## config.mk

```make
export PLATFORM = sky130hd
export DESIGN_NAME = scan_chain_ctrl
export DESIGN_NICKNAME = d
export VERILOG_FILES = /design/src/rtl/scan_pkg.sv /design/src/rtl/scan_shreg.sv /design/src/rtl/scan_chain_ctrl.sv
export SDC_FILE = /design/constraint.sdc
export NUM_CORES = 1
export LEC_CHECK = 0
export CORE_ASPECT_RATIO = 1.1
export CORE_MARGIN = 5
export CORE_UTILIZATION = 45
export CTS_CLUSTER_DIAMETER = 30
export DETAILED_ROUTE_END_ITERATION = 10
export HOLD_SLACK_MARGIN = 0.06
export PLACE_DENSITY = 0.73
export SYNTH_ARGS = -nofsm -noshare
export SYNTH_HDL_FRONTEND = slang
export SYNTH_SLANG_ARGS = --single-unit
```

## constraint.sdc

```tcl
create_clock -name i_clk -period 2.3 [get_ports i_clk]
set_input_delay 0.575 -clock i_clk [delete_from_list [all_inputs] [get_ports i_clk]]
set_output_delay 0.575 -clock i_clk [all_outputs]
set_load 0.03 [all_outputs]
```

## src/rtl/scan_pkg.sv

```systemverilog
// Shared types and constants for the scan chain controller.
package scan_pkg;

    // Controller phases: serial load, optional functional capture, serial unload.
    typedef enum logic [2:0] {
        IDLE,
        SHIFT,
        CAPT,
        UNLOAD,
        DONE
    } scan_state_t;

    // Value driven on SCANIN while the captured contents are shifted out.
    localparam logic UNLOAD_FILL = 1'b0;

endpackage

```

## src/rtl/scan_shreg.sv

```systemverilog
// Shift register with parallel load: serial in at the LSB, serial out at the MSB.
// o_nxt is the value that will be registered on the coming edge.
module scan_shreg #(
    parameter int W = 8
) (
    input  logic         i_clk,
    input  logic         i_clr,
    input  logic         i_load,
    input  logic [W-1:0] i_din,
    input  logic         i_en,
    input  logic         i_si,
    output logic [W-1:0] o_q,
    output logic [W-1:0] o_nxt,
    output logic         o_so
);

    logic [W-1:0] r_q;
    logic [W-1:0] w_shift;
    logic [W-1:0] w_nxt;

    generate
        if (W == 1) begin : g_one
            assign w_shift = i_si;
        end else begin : g_multi
            assign w_shift = {r_q[W-2:0], i_si};
        end
    endgenerate

    // Load has priority over shifting; otherwise hold.
    always_comb begin
        w_nxt = r_q;
        if (i_load)
            w_nxt = i_din;
        else if (i_en)
            w_nxt = w_shift;
    end

    // Register the selected value.
    always_ff @(posedge i_clk or posedge i_clr) begin
        if (i_clr)
            r_q <= '0;
        else
            r_q <= w_nxt;
    end

    assign o_q   = r_q;
    assign o_nxt = w_nxt;
    assign o_so  = r_q[W-1];

endmodule

```

## src/rtl/scan_chain_ctrl.sv

```systemverilog
// Scan chain controller: loads a pattern serially, optionally pulses one
// functional capture cycle, and unloads the chain into RESULT.
// Optional compare against an expected value: define SCAN_CHAIN_CMP_EN.
module scan_chain_ctrl
    import scan_pkg::*;
#(
    parameter int CHAIN_LEN = 8
) (
    input  logic                 i_clk,
    input  logic                 i_clr,
    input  logic                 i_start,
    input  logic                 i_capture,
    input  logic                 i_abort,
    input  logic [CHAIN_LEN-1:0] i_pattern,
    input  logic                 i_scanout,
    output logic                 o_test,
    output logic                 o_scanin,
    output logic                 o_hold,
    output logic                 o_busy,
    output logic                 o_done,
    output logic [CHAIN_LEN-1:0] o_result
`ifdef SCAN_CHAIN_CMP_EN
    ,
    input  logic [CHAIN_LEN-1:0] i_expect,
    output logic                 o_fail
`endif
);

    localparam int CNT_W = $clog2(CHAIN_LEN + 1);
    localparam logic [CNT_W-1:0] LAST = CNT_W'(CHAIN_LEN - 1);

    scan_state_t          r_state, w_state_nxt;
    logic [CNT_W-1:0]     r_cnt, w_cnt_nxt;
    logic                 r_cap;
    logic                 w_accept;
    logic                 w_last;
    logic                 w_in_busy;
    logic                 w_kill;
    logic                 r_test, r_hold, r_busy, r_done;
    logic                 w_test_nxt, w_hold_nxt, w_busy_nxt, w_done_nxt;

    logic [CHAIN_LEN-1:0] w_pat_q, w_pat_nxt;
    logic                 w_pat_so;
    logic [CHAIN_LEN-1:0] w_res_q, w_res_nxt;
    logic                 w_res_so;
    logic                 w_unused;

    assign w_last    = (r_cnt == LAST);
    assign w_in_busy = (r_state == SHIFT) || (r_state == CAPT) || (r_state == UNLOAD);
    assign w_kill    = i_abort && w_in_busy;

    // Next state, shift counter and the registered output values they imply.
    always_comb begin
        w_state_nxt = r_state;
        w_cnt_nxt   = r_cnt;
        w_accept    = 1'b0;
        case (r_state)
            IDLE, DONE: begin
                w_state_nxt = IDLE;
                if (i_start && !i_abort) begin
                    w_accept    = 1'b1;
                    w_state_nxt = SHIFT;
                    w_cnt_nxt   = '0;
                end
            end
            SHIFT: begin
                if (i_abort)
                    w_state_nxt = IDLE;
                else if (w_last)
                    w_state_nxt = r_cap ? CAPT : DONE;
                else
                    w_cnt_nxt = r_cnt + CNT_W'(1);
            end
            CAPT: begin
                if (i_abort) begin
                    w_state_nxt = IDLE;
                end else begin
                    w_state_nxt = UNLOAD;
                    w_cnt_nxt   = '0;
                end
            end
            UNLOAD: begin
                if (i_abort)
                    w_state_nxt = IDLE;
                else if (w_last)
                    w_state_nxt = DONE;
                else
                    w_cnt_nxt = r_cnt + CNT_W'(1);
            end
            default: w_state_nxt = IDLE;
        endcase

        w_test_nxt = 1'b0;
        w_hold_nxt = 1'b1;
        w_busy_nxt = 1'b0;
        w_done_nxt = 1'b0;
        case (w_state_nxt)
            SHIFT, UNLOAD: begin
                w_test_nxt = 1'b1;
                w_hold_nxt = 1'b0;
                w_busy_nxt = 1'b1;
            end
            CAPT: begin
                w_hold_nxt = 1'b0;
                w_busy_nxt = 1'b1;
            end
            DONE:    w_done_nxt = 1'b1;
            default: ;
        endcase
    end

    // State, counter and chain-control outputs.
    always_ff @(posedge i_clk or posedge i_clr) begin
        if (i_clr) begin
            r_state <= IDLE;
            r_cnt   <= '0;
            r_test  <= 1'b0;
            r_hold  <= 1'b1;
            r_busy  <= 1'b0;
            r_done  <= 1'b0;
        end else begin
            r_state <= w_state_nxt;
            r_cnt   <= w_cnt_nxt;
            r_test  <= w_test_nxt;
            r_hold  <= w_hold_nxt;
            r_busy  <= w_busy_nxt;
            r_done  <= w_done_nxt;
        end
    end

    // Capture request is latched together with the pattern.
    always_ff @(posedge i_clk or posedge i_clr) begin
        if (i_clr)
            r_cap <= 1'b0;
        else if (w_accept)
            r_cap <= i_capture;
    end

    // Pattern source: its MSB is SCANIN. Zero fill leaves it empty after the
    // load phase, so SCANIN reads the fill value during capture and unload;
    // an abort empties it so SCANIN drops immediately.
    scan_shreg #(.W(CHAIN_LEN)) u_pat (
        .i_clk  (i_clk),
        .i_clr  (i_clr),
        .i_load (w_accept || w_kill),
        .i_din  (w_accept ? i_pattern : '0),
        .i_en   (r_state == SHIFT),
        .i_si   (UNLOAD_FILL),
        .o_q    (w_pat_q),
        .o_nxt  (w_pat_nxt),
        .o_so   (w_pat_so)
    );

    // Unload register: collects SCANOUT on every shift edge.
    scan_shreg #(.W(CHAIN_LEN)) u_res (
        .i_clk  (i_clk),
        .i_clr  (i_clr),
        .i_load (1'b0),
        .i_din  ('0),
        .i_en   ((r_state == SHIFT) || (r_state == UNLOAD)),
        .i_si   (i_scanout),
        .o_q    (w_res_q),
        .o_nxt  (w_res_nxt),
        .o_so   (w_res_so)
    );

    assign w_unused = ^{w_pat_q, w_pat_nxt, w_res_so, w_res_nxt};

`ifdef SCAN_CHAIN_CMP_EN
    logic [CHAIN_LEN-1:0] r_expect;
    logic                 r_fail;

    // Expected value travels with the pattern.
    always_ff @(posedge i_clk or posedge i_clr) begin
        if (i_clr)
            r_expect <= '0;
        else if (w_accept)
            r_expect <= i_expect;
    end

    // Compare the final unloaded value as it is registered, so FAIL is valid with DONE.
    always_ff @(posedge i_clk or posedge i_clr) begin
        if (i_clr)
            r_fail <= 1'b0;
        else if (w_accept || i_abort)
            r_fail <= 1'b0;
        else if (w_state_nxt == DONE)
            r_fail <= (w_res_nxt != r_expect);
    end

    assign o_fail = r_fail;
`endif

    assign o_test   = r_test;
    assign o_scanin = w_pat_so;
    assign o_hold   = r_hold;
    assign o_busy   = r_busy;
    assign o_done   = r_done;
    assign o_result = w_res_q;

endmodule

```

==> flow_summary.ini, run 1 <==
[status]
status = complete, no violations

[power]
p_clk_share_pct = 20.3
swShare_pct = 32.7
leakage_nw = 0.701
sequentialPowerShare_pct = 43.9
comb_power_share_pct = 35.7
switchingPower_mw = 0.520
p_per_area_mw_per_mm2 = 1010
internal_power_mw = 1.07
max-vdd-ir-drop_v = 0.000865

[cells_and_area]
final_nets = 148
multiInputGateArea_sq_um = 477
syn_to_final_growth_pct = 30.2
drive_above_1_share_pct = 15.2
num_antenna_cells = 0
final_common_cell = dfrtp_1
final_util_pct = 61.9
final_cell_mix = dfrtp_1, clkdlybuf4s50_1, nand2_1
nFillCells = 193
ff_latch_area_sq_um = 702

[synth]
yosysUniqueCellTypes = 31
syn_nets = 117
synthCells = 102
synth_seq_cells = 28
seq_area_frac_synth_pct = 58.0
syn_area_sq_mm = 0.00121
ys_warn_count = 0
avgSynthCellArea_sq_um = 11.9

[sta]
fmax_ghz = 0.478
fin_crit_sh_pct = 91.0
max_slew_margin_pct = 74.5
fin_crit_ns = 2.09
hold_violations = 0
setup_viol = 0
clock_skew_ns = 0.00728
worstMarginPinSlew_ns = 0.383
rsz0062_at_grt = no
finalSetupTns_ns = 0
slew_viol_final = 0

[global_route]
antenna_found_initial = 0
gr-usage-all-layers_pct = 14.2
grt_pass1_wl_um = 4200
grt_pass1_vias = 947
grt_start_max_net_pins = 29
overflow = 0

[route]
first_iter_violations = 25
avgViaCountPerCell = 5.41
drtPass1Iterations = 4
wl_per_cell_um = 14.5
via_count = 882
ant_nets = 0
drt_wl_total_um = 2360
drc = 0

[worst_setup_path]
cp_slowest_cell = clkdlybuf4s50_1
path_class = register to primary output
worstPathBufferInverterCount = 1
path_cells = clkdlybuf4s50_1
critical_path_arrival_ns = 1.52
cp-end-kind = primary output
startpoint_type = register
cp_top_family = buffers and inverters
critPathMaxStageDelay_ns = 0.66
required_ns = 1.73
worstPathMaxFanout = 1

[clocking]
path_clk_slew_ns = 0.15
clock_latency_ns = 0.33
post_cts_buffers = 0
h-tree-depth = 1
cts_tree = yes
clk_path_buf_depth = 2
ctsRootBufferMaster = clkbuf_4
cts.hold.buffers_added = 0
cts.sinks = 28
ctsResizeCount = 0
cts_buffers = 3

[floorplanning]
num_rows = 19
ios = 27
die_h_um = 64.4
die-area_sq_mm = 0.00383
die_w_um = 59.4
start_util_pct = 47.6
core_sq_mm = 0.00254

[hold_path]
min_path_type = register to register

[placement]
dpl.hpwl_um = 1760
portBuffers = 26
routabilityCongestion = 0.792

[run]
maxCapViolations = 0
==> layout make-up <==
cell class	instances	area share (%)
clock buffer	3	1.43
timing repair buffer	31	18.9
tap	31	2.46
clock inverter	1	1.91
sequential	28	44.6
inverter	2	0.477
multi-input combinational	67	30.3
==> power groups by stage <==
| stage | logic, mW | registers (mW) | clock network [mW] |
|---|---|---|---|
| final | 0.568 | 0.699 | 0.323 |
| after global routing | 0.614 | 0.719 | 0.356 |
| after CTS | 0.576 | 0.700 | 0.331 |
| after detailed placement | 0.572 | 0.710 | 0 |
| after global placement | 0.562 | 0.704 | 0 |
| after floorplan | 0.220 | 0.832 | 0 |
==> cell usage after synthesis (all sizes together) <==
| master | instances | share of area (%) |
|---|---|---|
| nor4b | 3 | 3.4 |
| dfrtp | 27 | 56 |
| and3b | 1 | 0.72 |
| nand4b | 1 | 0.72 |
| or3 | 1 | 0.52 |
| inv | 2 | 0.62 |
| clkbuf | 3 | 0.93 |
| nand2 | 14 | 4.3 |
| buf | 2 | 1.0 |
| ha | 1 | 1.0 |
| nor2 | 2 | 0.62 |
| or4b | 1 | 0.83 |
| dfstp | 1 | 2.2 |
| nor2b | 3 | 1.6 |
| a31oi | 1 | 0.52 |
| nand2b | 1 | 0.72 |
| mux2i | 2 | 1.7 |
| nand3 | 3 | 1.2 |
| nor3 | 2 | 0.83 |
| o21ai | 9 | 3.7 |
| mux2 | 9 | 8.4 |
| o211ai | 1 | 0.62 |
| nand4 | 1 | 0.52 |
| or2 | 3 | 1.6 |
| a32o | 1 | 0.83 |
| a2bb2oi | 7 | 5.1 |
==> kinds of logic (layout without fill, tap and decap cells) <==
logic type               count (synthesis)  in the layout  synth area share [%]
AO/OA/AOI/OAI                           19             19                  10.8
multiplexers                            11             11                  10.0
adder cells (fa/ha/maj)                  1              1                  1.03
AND/OR/NAND/NOR                         36             36                  17.6
buffers and inverters                    7             37                  2.59
flip-flops                              28             28                  58.0
==> path summary, 6_finish.rpt <==
| check | from | to | slack [ns] | cells past startpoint |
|---|---|---|---|---|
| worst max-delay path | o_hold$_DFF_PP1_ | o_hold | 0.21 | 1 |
| worst min-delay path | r_cap$_DFFE_PP0N_ | r_cap$_DFFE_PP0N_ | 0.51 | 1 |
| worst max register to register | r_cnt[0]$_DFFE_PP0P_ | r_cnt[3]$_DFFE_PP0P_ | 0.44 | 5 |
| worst min register to register | r_cap$_DFFE_PP0N_ | r_cap$_DFFE_PP0N_ | 0.51 | 1 |
| max in group asynchronous | i_clr | o_hold$_DFF_PP1_ | 1.41 | 3 |
| min in group asynchronous | i_clr | u_res.o_q[6]$_DFFE_PP0N_ | 0.57 | 3 |
==> registers in the layout (all words and copies together), names as in the netlist <==
signal and flops:
o_test 1, r_state 3, r_cap 1, o_hold 1, o_busy 1, u_pat.o_q 8
o_done 1, r_cnt 4, u_res.o_q 8
==> per-stage QoR <==
stage / total power [mW] / hold WS, ns / worst slack (ns) / std cells / cell area, sq um
floorplan: 1.05 / 0.450 / 0.416 / 102 / 1210
global placement: 1.27 / 0.466 / 0.110 / 159 / 1520
detailed placement: 1.28 / 0.489 / 0.0797 / 159 / 1520
CTS: 1.61 / 0.524 / 0.193 / 163 / 1580
global route: 1.69 / 0.539 / 0.158 / 163 / 1580
finish: 1.59 / 0.512 / 0.206 / 163 / 1580
==> metal layers <==
metal  wire, um  track usage, %  vias to the layer above  part of all wire [%]
met4         72            7.65                        0                   3.0
met1        982            16.8                      415                    42
met2       1140            22.8                       32                    48
met3        167            4.23                       10                   7.1
li1           -               -                      425                     -
met5          0               0                        -                     0
No activity file was read; power rests on OpenSTA's default activity.
==> run 2, diff against run 1 <==
CORE_UTILIZATION = 44   (was 45)
HOLD_SLACK_MARGIN = unset   (was 0.06)
PLACE_DENSITY = 0.74   (was 0.73)
clock period = 1.9 ns   (was 2.3 ns; I/O delays follow)
==> run 2 against run 1 <==
- sequential cell count did not move
- final area is 4.6% higher
- count of clock-buffer cells in the layout is the same
- first-iteration DRC count down 72%
- routed wire length increased by 3.5%
- cell count grew 4.9%
- global-route usage shrank 0.42 points
- sequential share of layout area decreased by 2.0 points
- clock power up 21%
==> flow_summary.ini, run 2 (synthesized netlist as in run 1, its figures left out) <==
[sta]
slew_viol_final = 0
hold_slack_ns = 0.449
max_slew_margin_pct = 72.8
fin_crit_ns = 1.83
hold_violations = 0
clock_skew_ns = 0.00763
setup_viol = 0
worstMarginPinSlew_ns = 0.408
fmax_ghz = 0.547
fin_crit_sh_pct = 96.2

[global_route]
grt_pass1_wl_um = 4180
gr-usage-all-layers_pct = 13.8
grt_start_max_net_pins = 29
grt_pass1_vias = 935
overflow = 0
antenna_found_initial = 0

[worst_setup_path]
cp_top_family = buffers and inverters
required_ns = 1.42
cp-end-kind = primary output
r2r_slack_ns = 0.10
cp_slowest_cell = clkdlybuf4s50_1
worstPathBufferInverterCount = 1
critPathMaxStageDelay_ns = 0.67
path_class = register to primary output
startpoint_type = register
path_cells = clkdlybuf4s50_1
worstPathMaxFanout = 1
critical_path_arrival_ns = 1.35

[route]
drc = 0
drt_wl_total_um = 2440
via_count = 911
drtPass1Iterations = 2
wl_per_cell_um = 14.3
ant_nets = 0
avgViaCountPerCell = 5.33
first_iter_violations = 7

[power]
max-vdd-ir-drop_v = 0.000890
leakage_nw = 0.797
comb_power_share_pct = 35.8
p_per_area_mw_per_mm2 = 1160
sequentialPowerShare_pct = 43.8
swShare_pct = 32.9
switchingPower_mw = 0.631
internal_power_mw = 1.29
p_clk_share_pct = 20.4

[placement]
dpl.hpwl_um = 1850
portBuffers = 26
routabilityCongestion = 0.846
placed_area_sq_mm = 0.00158

[run]
maxCapViolations = 0

[clocking]
cts.hold.buffers_added = 0
cts_tree = yes
clk_path_buf_depth = 2
h-tree-depth = 1
cts.sinks = 28
clock_latency_ns = 0.33
path_clk_slew_ns = 0.15
cts_buffers = 3
ctsRootBufferMaster = clkbuf_4

[floorplanning]
core_sq_mm = 0.00270
die-area_sq_mm = 0.00390
start_util_pct = 44.8
ios = 27
die_h_um = 65
num_rows = 20
die_w_um = 60

[cells_and_area]
final_nets = 154
final_common_cell = dfrtp_1
num_antenna_cells = 0
drive_above_1_share_pct = 19.6
layout.cell_area.non_filler_sq_mm = 0.00165
nFillCells = 238
final_cell_mix = dfrtp_1, clkdlybuf4s50_1, nand2_1
syn_to_final_growth_pct = 36.2

[status]
status = complete, no violations

[hold_path]
min_path_type = input port to asynchronous set/reset pin
run 2: path summary, 6_finish.rpt:
kind / from / endpoint / cells after the start
worst max-delay path: o_done$_DFF_PP0_ / o_done / 1
worst max register to register: r_cnt[0]$_DFFE_PP0P_ / r_cnt[3]$_DFFE_PP0P_ / 5
min in group i_clk: r_cap$_DFFE_PP0N_ / r_cap$_DFFE_PP0N_ / 1
max in group asynchronous: i_clr / o_hold$_DFF_PP1_ / 3
worst min register to register: r_cap$_DFFE_PP0N_ / r_cap$_DFFE_PP0N_ / 1
worst min-delay path: i_clr / u_pat.o_q[0]$_DFFE_PP0P_ / 3
run 2: repair_timing:
item / in CTS / in global routing
resized for setup: 4 / 7
setup buffers: 0 / 1
setup endpoints to repair: 4 / 7
run 2: layer usage:
metal / GRT usage (%) / up-vias / part of all wire [%]
met4: 4.99 / 0 / 1.4
met2: 23.9 / 14 / 53
li1: - / 438 / -
met5: 0 / - / 0
met3: 2.99 / 4 / 3.9
met1: 16.3 / 455 / 42
run 2: through the flow:
step	setup slack [ns]	total power [mW]	instances	TNS, ns	utilization (%)
2_1_floorplan	0.0470	1.27	102	0	-
3_3_place_gp	-0.0800	1.54	166	-0.0800	58.3
3_5_place_dp	-0.123	1.57	166	-0.123	58.3
4_1_cts	0.00223	1.94	170	0	60.0
5_1_grt	-0.00117	2.02	171	-0.00117	61.0
6_report	0.0716	1.92	171	0	61.0
run 2: power by group through the flow:
stage	Clock [mW]	Combinational (mW)	Sequential (mW)
floorplan	0	0.266	1.01
global placement	0	0.691	0.850
detailed placement	0	0.711	0.857
CTS	0.399	0.692	0.845
global route	0.425	0.728	0.863
finish	0.392	0.686	0.840
run 2: area by class of cell:
class                           count  area (sq um)  share of cell area (%)
Clock buffer                        3          22.5                    1.37
Clock inverter                      1          30.0                    1.82
Inverter                            2          7.51                   0.456
Multi-Input combinational cell     67           479                    29.1
Sequential cell                    28           702                    42.6
Tap cell                           33          41.3                    2.51
Timing Repair Buffer               37           365                    22.2
run 2: worst min-delay path, delay by kind of cell:
kind	cells	cell delay, ns
buffers and inverters	3	0.68
